<file path="src/rtl/axi_csr_bank.sv">
// axi_csr_bank: AXI4 slave register bank with bursts, strobes and RO masking.
// Define AXI_CSR_BANK_WRAP_EN to accept WRAP bursts of length 2/4/8/16.
module axi_csr_bank #(
   parameter int DATA_W = 32,
   parameter int ADDR_W = 5,
   parameter int ID_W = 5,
   parameter logic [2**(ADDR_W-$clog2(DATA_W/8))-1:0] RO_MASK = '0,
   parameter logic [DATA_W-1:0] RST_VAL = '0
) (
   input  logic s_aclk,
   input  logic s_areset,
   input  logic [ADDR_W-1:0] s_axi_awaddr,
   input  logic [ID_W-1:0] s_axi_awid,
   input  logic [7:0] s_axi_awlen,
   input  logic [2:0] s_axi_awsize,
   input  logic [1:0] s_axi_awburst,
   input  logic s_axi_awvalid,
   output logic s_axi_awready,
   input  logic [DATA_W-1:0] s_axi_wdata,
   input  logic [DATA_W/8-1:0] s_axi_wstrb,
   input  logic s_axi_wlast,
   input  logic s_axi_wvalid,
   output logic s_axi_wready,
   output logic [ID_W-1:0] s_axi_bid,
   output logic [1:0] s_axi_bresp,
   output logic s_axi_bvalid,
   input  logic s_axi_bready,
   input  logic [ADDR_W-1:0] s_axi_araddr,
   input  logic [ID_W-1:0] s_axi_arid,
   input  logic [7:0] s_axi_arlen,
   input  logic [2:0] s_axi_arsize,
   input  logic [1:0] s_axi_arburst,
   input  logic s_axi_arvalid,
   output logic s_axi_arready,
   output logic [DATA_W-1:0] s_axi_rdata,
   output logic [ID_W-1:0] s_axi_rid,
   output logic [1:0] s_axi_rresp,
   output logic s_axi_rlast,
   output logic s_axi_rvalid,
   input  logic s_axi_rready,
   output logic [2**(ADDR_W-$clog2(DATA_W/8))*DATA_W-1:0] csr_q,
   output logic [2**(ADDR_W-$clog2(DATA_W/8))-1:0] csr_wr_pulse
);
   localparam int OFF_W = $clog2(DATA_W / 8);
   localparam int IDX_W = ADDR_W - OFF_W;
   localparam int NUM_REGS = 2 ** IDX_W;
   localparam int IXW = IDX_W + 9;
   localparam logic [IXW-1:0] LIMIT = IXW'(NUM_REGS);
   localparam logic [2:0] SIZE_OK = 3'(OFF_W);
`ifdef AXI_CSR_BANK_WRAP_EN
   localparam logic WRAP_EN = 1'b1;
`else
   localparam logic WRAP_EN = 1'b0;
`endif

   typedef enum logic [1:0] {W_IDLE, W_DATA, W_RESP} w_state_t;
   typedef enum logic {R_IDLE, R_DATA} r_state_t;

   function automatic logic burst_bad(input logic [1:0] burst,
                                      input logic [7:0] len,
                                      input logic [2:0] size);
      logic len_ok, wrap_bad;
      len_ok = (len == 8'd1) || (len == 8'd3) || (len == 8'd7) || (len == 8'd15);
      unique case (burst)
         2'b00, 2'b01: wrap_bad = 1'b0;
         2'b10: wrap_bad = !WRAP_EN || !len_ok;
         default: wrap_bad = 1'b1;
      endcase
      return (size != SIZE_OK) | wrap_bad;
   endfunction

   // WRAP keeps the upper index bits and wraps the low len bits
   function automatic logic [IXW-1:0] next_idx(input logic [IXW-1:0] idx,
                                               input logic [1:0] burst,
                                               input logic [7:0] len);
      logic [IXW-1:0] m;
      m = IXW'(len);
      unique case (burst)
         2'b00: next_idx = idx;
         2'b10: next_idx = (idx & ~m) | ((idx + IXW'(1)) & m);
         default: next_idx = idx + IXW'(1);
      endcase
   endfunction

   logic [NUM_REGS-1:0][DATA_W-1:0] regs;
   assign csr_q = regs;

   w_state_t w_state;
   logic [IXW-1:0] w_idx;
   logic [7:0] w_len, w_cnt;
   logic [1:0] w_burst;
   logic w_bad, w_err, w_fire, w_oor, w_beat_err;

   assign w_fire = s_axi_wvalid & s_axi_wready;
   assign w_oor = w_idx >= LIMIT;
   assign w_beat_err = w_bad | w_oor | (!w_oor && RO_MASK[w_idx[IDX_W-1:0]]);

   always_ff @(posedge s_aclk or posedge s_areset) begin
      if (s_areset) begin
         w_state <= W_IDLE;
         s_axi_awready <= 1'b1;
         s_axi_wready <= 1'b0;
         s_axi_bvalid <= 1'b0;
         s_axi_bresp <= 2'b00;
         s_axi_bid <= '0;
         w_idx <= '0;
         w_len <= '0;
         w_cnt <= '0;
         w_burst <= '0;
         w_bad <= 1'b0;
         w_err <= 1'b0;
      end else begin
         unique case (w_state)
            W_IDLE: if (s_axi_awvalid) begin
               w_state <= W_DATA;
               s_axi_awready <= 1'b0;
               s_axi_wready <= 1'b1;
               w_idx <= IXW'(s_axi_awaddr[ADDR_W-1:OFF_W]);
               w_len <= s_axi_awlen;
               w_burst <= s_axi_awburst;
               w_cnt <= '0;
               w_err <= 1'b0;
               w_bad <= burst_bad(s_axi_awburst, s_axi_awlen, s_axi_awsize);
               s_axi_bid <= s_axi_awid;
            end
            W_DATA: if (w_fire) begin
               w_idx <= next_idx(w_idx, w_burst, w_len);
               w_cnt <= w_cnt + 8'd1;
               w_err <= w_err | w_beat_err;
               if (w_cnt == w_len) begin
                  w_state <= W_RESP;
                  s_axi_wready <= 1'b0;
                  s_axi_bvalid <= 1'b1;
                  s_axi_bresp <= (w_err | w_beat_err | !s_axi_wlast) ? 2'b10 : 2'b00;
               end
            end
            W_RESP: if (s_axi_bready) begin
               w_state <= W_IDLE;
               s_axi_bvalid <= 1'b0;
               s_axi_awready <= 1'b1;
            end
            default: w_state <= W_IDLE;
         endcase
      end
   end

   always_ff @(posedge s_aclk or posedge s_areset) begin
      if (s_areset) begin
         regs <= {NUM_REGS{RST_VAL}};
         csr_wr_pulse <= '0;
      end else begin
         csr_wr_pulse <= '0;
         if (w_fire && !w_beat_err) begin
            for (int b = 0; b < DATA_W / 8; b++)
               if (s_axi_wstrb[b])
                  regs[w_idx[IDX_W-1:0]][b*8 +: 8] <= s_axi_wdata[b*8 +: 8];
            csr_wr_pulse[w_idx[IDX_W-1:0]] <= |s_axi_wstrb;
         end
      end
   end

   r_state_t r_state;
   logic [IXW-1:0] r_idx, ld_idx;
   logic [7:0] r_len, r_cnt;
   logic [1:0] r_burst;
   logic r_bad, ld_bad, ld_err;

   // Index and error of the beat loaded at this edge
   always_comb begin
      ld_idx = next_idx(r_idx, r_burst, r_len);
      ld_bad = r_bad;
      if (r_state == R_IDLE) begin
         ld_idx = IXW'(s_axi_araddr[ADDR_W-1:OFF_W]);
         ld_bad = burst_bad(s_axi_arburst, s_axi_arlen, s_axi_arsize);
      end
      ld_err = ld_bad | (ld_idx >= LIMIT);
   end

   always_ff @(posedge s_aclk or posedge s_areset) begin
      if (s_areset) begin
         r_state <= R_IDLE;
         s_axi_arready <= 1'b1;
         s_axi_rvalid <= 1'b0;
         s_axi_rlast <= 1'b0;
         s_axi_rresp <= 2'b00;
         s_axi_rdata <= '0;
         s_axi_rid <= '0;
         r_idx <= '0;
         r_len <= '0;
         r_cnt <= '0;
         r_burst <= '0;
         r_bad <= 1'b0;
      end else begin
         unique case (r_state)
            R_IDLE: if (s_axi_arvalid) begin
               r_state <= R_DATA;
               s_axi_arready <= 1'b0;
               r_idx <= ld_idx;
               r_len <= s_axi_arlen;
               r_burst <= s_axi_arburst;
               r_bad <= ld_bad;
               r_cnt <= '0;
               s_axi_rid <= s_axi_arid;
               s_axi_rvalid <= 1'b1;
               s_axi_rdata <= ld_err ? '0 : regs[ld_idx[IDX_W-1:0]];
               s_axi_rresp <= ld_err ? 2'b10 : 2'b00;
               s_axi_rlast <= (s_axi_arlen == 8'd0);
            end
            R_DATA: if (s_axi_rready) begin
               if (s_axi_rlast) begin
                  r_state <= R_IDLE;
                  s_axi_rvalid <= 1'b0;
                  s_axi_arready <= 1'b1;
               end else begin
                  r_idx <= ld_idx;
                  r_cnt <= r_cnt + 8'd1;
                  s_axi_rdata <= ld_err ? '0 : regs[ld_idx[IDX_W-1:0]];
                  s_axi_rresp <= ld_err ? 2'b10 : 2'b00;
                  s_axi_rlast <= (r_cnt + 8'd1 == r_len);
               end
            end
            default: r_state <= R_IDLE;
         endcase
      end
   end
endmodule

</file>
<file path="config.mk">
export PLATFORM = sky130hd
export DESIGN_NAME = axi_csr_bank
export DESIGN_NICKNAME = d
export VERILOG_FILES = /design/src/rtl/axi_csr_bank.sv
export SDC_FILE = /design/constraint.sdc
export NUM_CORES = 1
export LEC_CHECK = 0
export ABC_AREA = 1
export CAP_MARGIN = 10
export CORE_ASPECT_RATIO = 0.5
export CORE_MARGIN = 2
export CORE_UTILIZATION = 55
export DETAILED_ROUTE_END_ITERATION = 12
export PLACE_DENSITY = 0.83
export SLEW_MARGIN = 20
export SYNTH_ARGS = -nofsm -noshare
export SYNTH_HDL_FRONTEND = slang
export SYNTH_SLANG_ARGS = --single-unit
export TNS_END_PERCENT = 30
</file>
<file path="constraint.sdc">
create_clock -name s_aclk -period 48.2 [get_ports s_aclk]
set_input_delay 14.46 -clock s_aclk [delete_from_list [all_inputs] [get_ports s_aclk]]
set_output_delay 14.46 -clock s_aclk [all_outputs]
set_load 0.03 [all_outputs]
</file>
=== Word-level counts from Yosys, hierarchy flattened ===
Memories as Yosys holds them, arrays and structs flattened.
Cells that the tools add are included.

* Word-level logic and storage cells: 203
* Bits of input ports: 90
* Output and inout bits: 316
* Bits in read-only memories: 8
* Memories kept: 1
* Register bits after elaboration: 382

{| class="wikitable"
|+ Memories
! memory !! depth !! width !! rd ports !! clocked after Yosys merged registers in !! write ports !! RTL line !! source
|-
| (name not given) || 8 || 1 || 1 || 0 || 0 || 96 || <nowiki>assign w_beat_err = w_bad | w_oor | (!w_oor && RO_MASK[w_idx[IDX_W-1:0]]);</nowiki>
|}

* $add $sub $neg: 4
* Mux-type cells: 93
* Bitwise operators: 18
* Magnitude comparators: 5
* Equal/unequal tests: 19
* Reduce and logical (&&, ||, !) cells: 30

{| class="wikitable"
|+ Operators with widths
! cell !! count
|-
| 256-bit 2-to-1 mux || 7
|-
| 256-bit bitwise mux || 4
|-
| 32-bit demux with 3-bit select || 4
|-
| 32-bit 2-to-1 mux || 6
|-
| 32-bit binary-select mux with 3-bit select || 1
|-
| 12-bit one-hot mux with 2 select lines || 4
|-
| 12-bit 2-to-1 mux || 6
|-
| 32-bit one-hot mux with 2 select lines || 1
|-
| 8-bit 2-to-1 mux || 7
|-
| 8-bit one-hot mux with 2 select lines || 2
|-
| 1-bit 2-to-1 mux || 29
|-
| 12-bit by 1-bit adder with 12-bit output (second input constant) || 2
|-
| 12-bit AND || 2
|-
| 12-bit by 8-bit AND with 12-bit output || 2
|-
| 12-bit by 4-bit >= comparator with 1-bit output (second input constant) || 2
|-
| 24-bit 2-to-1 mux || 1
|-
| 8-bit NOT with 12-bit output || 2
|-
| 12-bit OR || 2
|-
| 2-bit 2-to-1 mux || 9
|-
| 2-bit != test (second input constant) || 9
|-
| 8-bit by 1-bit adder with 8-bit output (second input constant) || 2
|-
| 8-bit equality test || 2
|-
| 16-bit 2-to-1 mux || 1
|-
| 1-bit one-hot mux with 2 select lines || 8
|-
| 22 further kinds || 54
|}

=== Depth between registers and ports, before layout ===
Gate-level depths: netlist of the first run.

* Word-level depth: 15
* Depth in mapped cells: 14

=== Worst setup path after synthesis of the first run ===
OpenSTA, ideal clock, no wires.

* Path type: input to register
* Start: in s_axi_araddr[2]
* End: reg s_axi_rdata[0]
* Path buffers: 3
* Stages on the path: 11
* Library setup time: 0.066 ns
* Arrival: 15.602 ns
* Required time: 48.134 ns
* Path slack: 32.533 ns
* Cells stage by stage: or2_2 > buf_1 > nand2_1 > buf_2 > buf_4 > nand2_1 > nand3_1 > nand3_1 > nand2_1 > nand2_1 > nand2_1

* Word-level cells in the longest chain between the ends: 7

{| class="wikitable"
|+ RTL lines
! element !! RTL line !! source
|-
| start, declared || 28 || <nowiki>input logic [ADDR_W-1:0] s_axi_araddr,</nowiki>
|-
| 12-bit 2-to-1 mux * || 172 || <nowiki>if (r_state == R_IDLE) begin</nowiki>
|-
| 12-bit by 4-bit >= comparator with 1-bit output or 32-bit binary-select mux with 3-bit select (tied branches) || 176, 205, 217 ||
|-
| 1-bit OR or 32-bit 2-to-1 mux (tied branches) || 176, 205, 217 ||
|-
| 32-bit 2-to-1 mux * || 205, 217 ||
|-
| 32-bit 2-to-1 mux || 210 || <nowiki>if (s_axi_rlast) begin</nowiki>
|-
| 32-bit 2-to-1 mux || 209 || <nowiki>R_DATA: if (s_axi_rready) begin</nowiki>
|-
| 32-bit one-hot mux with 2 select lines * || 194 || <nowiki>unique case (r_state)</nowiki>
|-
| end signal, assigned || 205 || <nowiki>s_axi_rdata <= ld_err ? '0 : regs[ld_idx[IDX_W-1:0]];</nowiki>
|-
| end signal, assigned || 217 || <nowiki>s_axi_rdata <= ld_err ? '0 : regs[ld_idx[IDX_W-1:0]];</nowiki>
|-
| end, declared || 35 || <nowiki>output logic [DATA_W-1:0] s_axi_rdata,</nowiki>
|}

Mark *: on every way between the ends. The rest lies on a longest branch, timed or not. The select of a mux whose other input is x is not followed.
A chain may end at the register's enable or synchronous reset.

=== Final worst setup path of the first run ===
* Start: in s_axi_araddr[2]
* End: reg s_axi_rdata[8]

Same word-level chain as after synthesis.

==> results.py, run 1 <==
metrics = {
    "critical_path": {
        "crit_arrival_ns": 17.63,
        "critPathKind": "in -> reg",
        "required_ns": 48.66,
        "crit_path_end_kind": "register",
        "path_cells": "clkdlybuf4s50_1, or2_2, buf_4, nand2_4, buf_4, nand2_1, nand3_1, nand3_1, nand2_1, nand2_1, nand2_1",
        "worstReg2RegStart": "r_state",
        "critPathMostFrequentCell": "nand2_1",
        "critPathSlowestCell": "buf_4",
        "max_stage_delay_ns": 0.81,
        "cp-startpoint": "s_axi_araddr[2]",
        "start_kind": "input port",
        "cp_max_fo": 85,
    },
    "clock_network": {
        "cts_tree": "yes",
        "cts_buffer_depth": 3,
        "numCtsBuffers": 35,
        "ctsResizeCount": 0,
        "cts-root-buf": "clkbuf_16",
        "ctsHoldBuffers": 0,
        "cts_setup_buffers": 0,
        "cts.sink_count": 380,
        "htree_levels": 2,
        "worstSkewPairLatency_ns": 0.53,
        "clkTransAtPathRegs_ns": 0.07,
    },
    "synthesis": {
        "synthSimpleGateAreaFrac_pct": 29.5,
        "synth_xor_area_share_pct": 0.296,
        "ys.flop_type": "dfrtp_1",
        "synth_compound_area_share_pct": 10.1,
        "ys_warn_count": 0,
        "synth_edf_count": 0,
        "synthCells": 2194,
        "syn_area_per_cell_um2": 8.09,
        "ys_async_sr_fraction_pct": 100,
        "ys_ff_latch": 380,
        "synth.mux.area_fraction_pct": 0,
        "yosysUniqueCellTypes": 42,
        "syn_area_um2": 17800,
        "synth_fa_ha_area_share_pct": 0.352,
        "synth_seq_area_share_pct": 53.6,
        "synth_top_family_by_area": "simple AND/OR/NAND/NOR gates",
    },
    "detailed_routing": {
        "drt-met1-wl_um": 23300,
        "vias": 17200,
        "firstDrtPassIters": 7,
        "ant_nets": 0,
        "wire_per_inst_um": 19.9,
        "routed_via_density": 5.73,
        "wirelength_um": 59500,
        "dr_wl_met3_um": 4680,
        "top_layer_used": "met4",
        "drcViolationCount": 0,
        "wl_met2_um": 27600,
        "drtIter0Drc": 1936,
    },
    "timing": {
        "relSlewSlack_pct": 29.2,
        "post-route-min-period_ns": 17.17,
        "slew_violations": 0,
        "fmax_ghz": 0.0582,
        "fin_skew_ns": 0.0137,
        "hold_slack_ns": 0.467,
        "finalSetupTns_ns": 0,
        "fin_crit_sh_pct": 35.6,
        "hold_viol": 0,
        "setup_viol": 0,
        "worst_pin_slew_ns": 1.05,
        "rsz0062_at_grt": "no",
        "fin_ws_ns": 31.03,
    },
    "power": {
        "peakVddDrop_mv": 0.0468,
        "p_total_w": 0.00109,
        "p_leak_nw": 10.6,
        "pwr_density_cell_nw_per_um2": 47.3,
    },
    "floorplan": {
        "die-area_um2": 33800,
        "rows": 46,
        "num_io_pins": 406,
        "fp.dieH_um": 131,
        "core_um2": 31700,
        "start_util_pct": 56.0,
        "fp.dieW_um": 258,
    },
    "global_route": {
        "overflow": 0,
        "grt_pass1_vias": 15900,
        "grtUsageTotal_pct": 34.7,
        "grt_max_degree": 185,
        "antenna_found_initial": 2,
        "grt_pass1_wl_um": 90500,
    },
    "cells_and_area": {
        "mostFrequentLayoutCells": "nand2_1, clkdlybuf4s50_1, dfrtp_1",
        "drive_gt1_share_pct": 5.23,
        "syn2layout_area_growth_pct": 30.1,
        "layout.cells.most_common": "nand2_1",
        "nets": 2630,
    },
    "place": {
        "dp_hpwl_um": 39300,
        "port-buffer-count": 399,
        "place_congestion": 0.918,
        "preCtsSetupSlack_ns": 30.61,
    },
    "worst_hold_path": {
        "hp-start": "s_axi_awready",
        "min_path_type": "reg -> reg",
    },
    "run": {
        "drv_cap": 0,
    },
    "run_status": {
        "outcome": "complete, no violations",
    },
}
-- cell type report --
cell class / instances / area (um^2)
Fill cell: 2431 / 8620
Clock inverter: 18 / 246
Inverter: 121 / 462
Timing Repair Buffer: 412 / 4120
Sequential cell: 380 / 9510
Multi-Input combinational cell: 1585 / 7210
Antenna cell: 2 / 5.00
Tap cell: 432 / 541
Clock buffer: 45 / 996
-- sequential cells by signal, summed over array words and instances, names as in the netlist, 5 cells and up, named ones only --
register      cells
w_len             8
s_axi_rdata      32
r_len             8
r_idx            12
s_axi_rid         5
csr_q           256
s_axi_bid         5
r_cnt             8
csr_wr_pulse      8
w_idx            10
w_cnt             8
-- worst max-delay path: cells and delay by family --
family | cells | cell delay, ns
buffers and inverters | 3 | 1.55
AND/OR/NAND/NOR | 8 | 1.43
-- metal layers --
layer,track usage (%),vias to the layer above
met5,0,-
met4,20.3,0
met3,5.44,233
met2,55.6,897
met1,45.7,8200
li1,-,7835
-- logic make-up after synthesis --
kind of cell | Yosys count
AOI/OAI and AO/OA | 350
xor gates and xnor gates | 6
adders and majority gates | 5
buffers and inverters | 230
DFF | 380
other | 1
and+or+nand+nor | 1222
-- synth_stat cells, types with 4 or more instances --
master	n	area (um^2)
nor2_1	54	203
clkbuf_1	31	116
buf_4	4	30.0
buf_2	53	265
nor4_1	7	43.8
nand3_1	278	1390
or2_2	4	25.0
buf_6	19	214
inv_1	119	447
o21ai_1	45	225
xor2_1	5	43.8
nand2_4	5	56.3
nand4_1	16	100
a21oi_1	17	85.1
dfrtp_1	378	9460
nor3_1	11	55.1
ha_1	5	62.6
nand2_2	29	181
nor2_8	4	80.1
nand2_1	806	3030
o211ai_1	6	45.0
o21ai_0	269	1350
-- where the power goes --
| group | switching [W] | internal, W | leakage, nW | total [W] |
|---|---|---|---|---|
| registers | 0.0000251 | 0.000345 | 5.15 | 0.000370 |
| logic | 0.000303 | 0.000114 | 4.81 | 0.000417 |
| clock network | 0.000126 | 0.000179 | 0.618 | 0.000306 |
-- final timing paths --
check | endpoint | slack, ns | cells past startpoint
setup / recovery | s_axi_rdata[8] | 31.03 | 11
setup reg to reg | s_axi_rdata[8] | 44.58 | 10
hold reg to reg | s_axi_awready | 0.47 | 2
hold / removal | s_axi_awready | 0.47 | 2
max in group asynchronous | csr_q[212] | 32.11 | 3
min in group asynchronous | s_axi_rlast | 14.52 | 2
-- per-stage QoR --
| stage | util (%) | instances | instance area (um^2) |
|---|---|---|---|
| after floorplan | - | 2195 | 17800 |
| after global placement | 68.8 | 2929 | 21800 |
| after detailed placement | 68.8 | 2929 | 21800 |
| after CTS | 72.7 | 2992 | 23100 |
| after global routing | 72.8 | 2995 | 23100 |
| final | 72.8 | 2995 | 23100 |
Note: power is estimated with default switching activity, not from simulation.
==> inputs of run 2 (changes only) <==
CORE_UTILIZATION = 46   (was 55)
PLACE_DENSITY = 0.74   (was 0.83)
clock period = 14.2 ns   (was 48.2 ns; I/O delays follow)
==> run 2 against run 1 <==
Utilization is 11 points lower; via count fell by 3.2%; cell count rose by 3.0%; sequential cell count did not move; clock skew grew 0.012 ns; sequential share of layout area shrank 0.25 points; setup slack got worse by 24 ns; first-iteration DRC count fell by 10%; count of clock-buffer cells in the layout rose by 12; largest power group unchanged.
==> results.py, run 2 (synthesis results as in run 1) <==
metrics = {
    "place": {
        "port-buffer-count": 399,
        "place_area_um2": 21900,
        "dp_hpwl_um": 40400,
        "place_congestion": 0.931,
    },
    "global_route": {
        "antenna_found_initial": 2,
        "overflow": 0,
        "grt_pass1_vias": 15500,
        "grt_max_degree": 169,
        "grt_pass1_wl_um": 90200,
        "grtUsageTotal_pct": 29.1,
    },
    "detailed_routing": {
        "wire_per_inst_um": 19.2,
        "routed_via_density": 5.39,
        "top_layer_used": "met4",
        "ant_nets": 0,
        "dr_wl_met3_um": 4330,
        "wirelength_um": 59400,
        "drcViolationCount": 0,
        "drtIter0Drc": 1742,
        "wl_met2_um": 28000,
        "drt-met1-wl_um": 23700,
        "firstDrtPassIters": 6,
        "vias": 16600,
    },
    "cells_and_area": {
        "mostFrequentLayoutCells": "nand2_1, clkdlybuf4s50_1, dfrtp_1",
        "syn2layout_area_growth_pct": 30.9,
        "layout.cells.most_common": "nand2_1",
        "fin_area_um2": 23200,
        "utilization_pct": 61.6,
        "largest_reg_flops": 256,
        "drive_gt1_share_pct": 5.07,
        "nets": 2632,
    },
    "critical_path": {
        "worstReg2RegStart": "r_state",
        "crit_path_end_kind": "register",
        "critPathSlowestCell": "buf_4",
        "start_kind": "input port",
        "reg2regPathDepth": 10,
        "cp_max_fo": 74,
        "critPathKind": "in -> reg",
        "critPathMostFrequentCell": "nand2_1",
        "path_delay_family": "simple AND/OR/NAND/NOR gates",
        "r2r-end": "s_axi_rdata[7]",
        "critPathBufInv": 3,
        "required_ns": 14.66,
        "rrSetupSlack_ns": 10.61,
        "path_cells": "clkdlybuf4s50_1, or2_2, buf_4, nand2_4, buf_4, nand2_1, nand3_1, nand3_1, nand2_1, nand2_1, nand2_1",
        "max_stage_delay_ns": 0.80,
        "crit_arrival_ns": 7.44,
    },
    "floorplan": {
        "fp.dieH_um": 143,
        "fp.dieW_um": 282,
        "num_io_pins": 406,
        "core_um2": 37700,
        "rows": 50,
        "die-area_um2": 40300,
        "start_util_pct": 47.1,
    },
    "timing": {
        "slew_violations": 0,
        "hold_viol": 0,
        "fin_skew_ns": 0.0262,
        "hold_slack_ns": 0.466,
        "post-route-min-period_ns": 6.98,
        "setup_viol": 0,
        "fmax_ghz": 0.143,
        "fin_crit_sh_pct": 49.2,
        "relSlewSlack_pct": 21.7,
        "finalSetupTns_ns": 0,
        "worst_pin_slew_ns": 1.17,
        "rsz0062_at_grt": "no",
    },
    "power": {
        "pwr-share-clk_pct": 28.7,
        "p_leak_nw": 10.6,
        "p_total_w": 0.00373,
        "peakVddDrop_mv": 0.200,
        "switching_power_w": 0.00155,
        "p_int_w": 0.00218,
        "sw_frac_of_total_pct": 41.5,
        "power_frac_comb_pct": 37.7,
        "pwr_density_cell_nw_per_um2": 161,
        "power_frac_seq_pct": 33.6,
    },
    "clock_network": {
        "cts.sink_count": 380,
        "htree_levels": 2,
        "cts_buffer_depth": 3,
        "cts-root-buf": "clkbuf_16",
        "cts_setup_buffers": 0,
        "clkTransAtPathRegs_ns": 0.06,
        "ctsResizeCount": 0,
        "worstSkewPairLatency_ns": 0.54,
        "cts_tree": "yes",
        "ctsHoldBuffers": 0,
        "numCtsBuffers": 37,
    },
    "worst_hold_path": {
        "min_path_type": "reg -> reg",
        "hold_depth": 2,
        "hp-start": "s_axi_awready",
        "holdPathEnd": "s_axi_awready",
    },
    "run": {
        "drv_cap": 0,
    },
    "run_status": {
        "outcome": "complete, no violations",
    },
}
==> run 2: cell count changes in the layout (fill, tap and decap cells not counted), sizes merged <==
cell	delta
clkbuf	+12
clkinv	-8
bufinv	-1
inv	-1
==> run 2: cell type report <==
cell class / instances / area [um^2]
antenna: 2 / 5.00
clock inverter: 8 / 173
fill: 3274 / 14500
multi-input combinational: 1585 / 7210
tap: 520 / 651
timing repair buffer: 412 / 4100
sequential: 380 / 9510
clock buffer: 57 / 1120
inverter: 121 / 458
==> run 2: how the worst max path moves through the flow <==
stage	start	endpoint	slack, ns	cells past startpoint
after floorplan	s_areset	asynchronous set/reset pin	4.84	1
after global placement	s_axi_araddr[2]	s_axi_rdata[7]	6.77	11
after detailed placement	s_axi_araddr[2]	s_axi_rdata[7]	6.74	11
after CTS	s_axi_araddr[2]	s_axi_rdata[7]	7.27	11
after global routing	s_axi_araddr[2]	s_axi_rdata[7]	7.03	11
final	s_axi_araddr[2]	s_axi_rdata[7]	7.22	11
==> run 2: power by group through the flow <==
stage	logic [W]	registers, W	clock network [W]
after floorplan	0.000928	0.00130	0
after global placement	0.00137	0.00127	0
after detailed placement	0.00138	0.00127	0
after CTS	0.00139	0.00125	0.00108
after global routing	0.00152	0.00127	0.00113
final	0.00141	0.00126	0.00107
==> run 2: layer usage <==
metal  vias up  GRT usage, %
met1      7892          38.7
met4         0          14.8
met3       162          4.70
met2       725          46.7
li1       7844             -
met5         -             0
==> run 2: per-stage QoR <==
stage | std cells | setup slack [ns]
final | 3085 | 7.22
after global routing | 3085 | 7.03
after CTS | 3083 | 7.27
after detailed placement | 3018 | 6.74
after global placement | 3018 | 6.77
after floorplan | 2195 | 4.84
==> run 2: worst min-delay path, stage by stage (launching register included) <==
cell,delay [ns]
dfstp_2,0.37
nand2_1,0.05
nand2_1,0.04
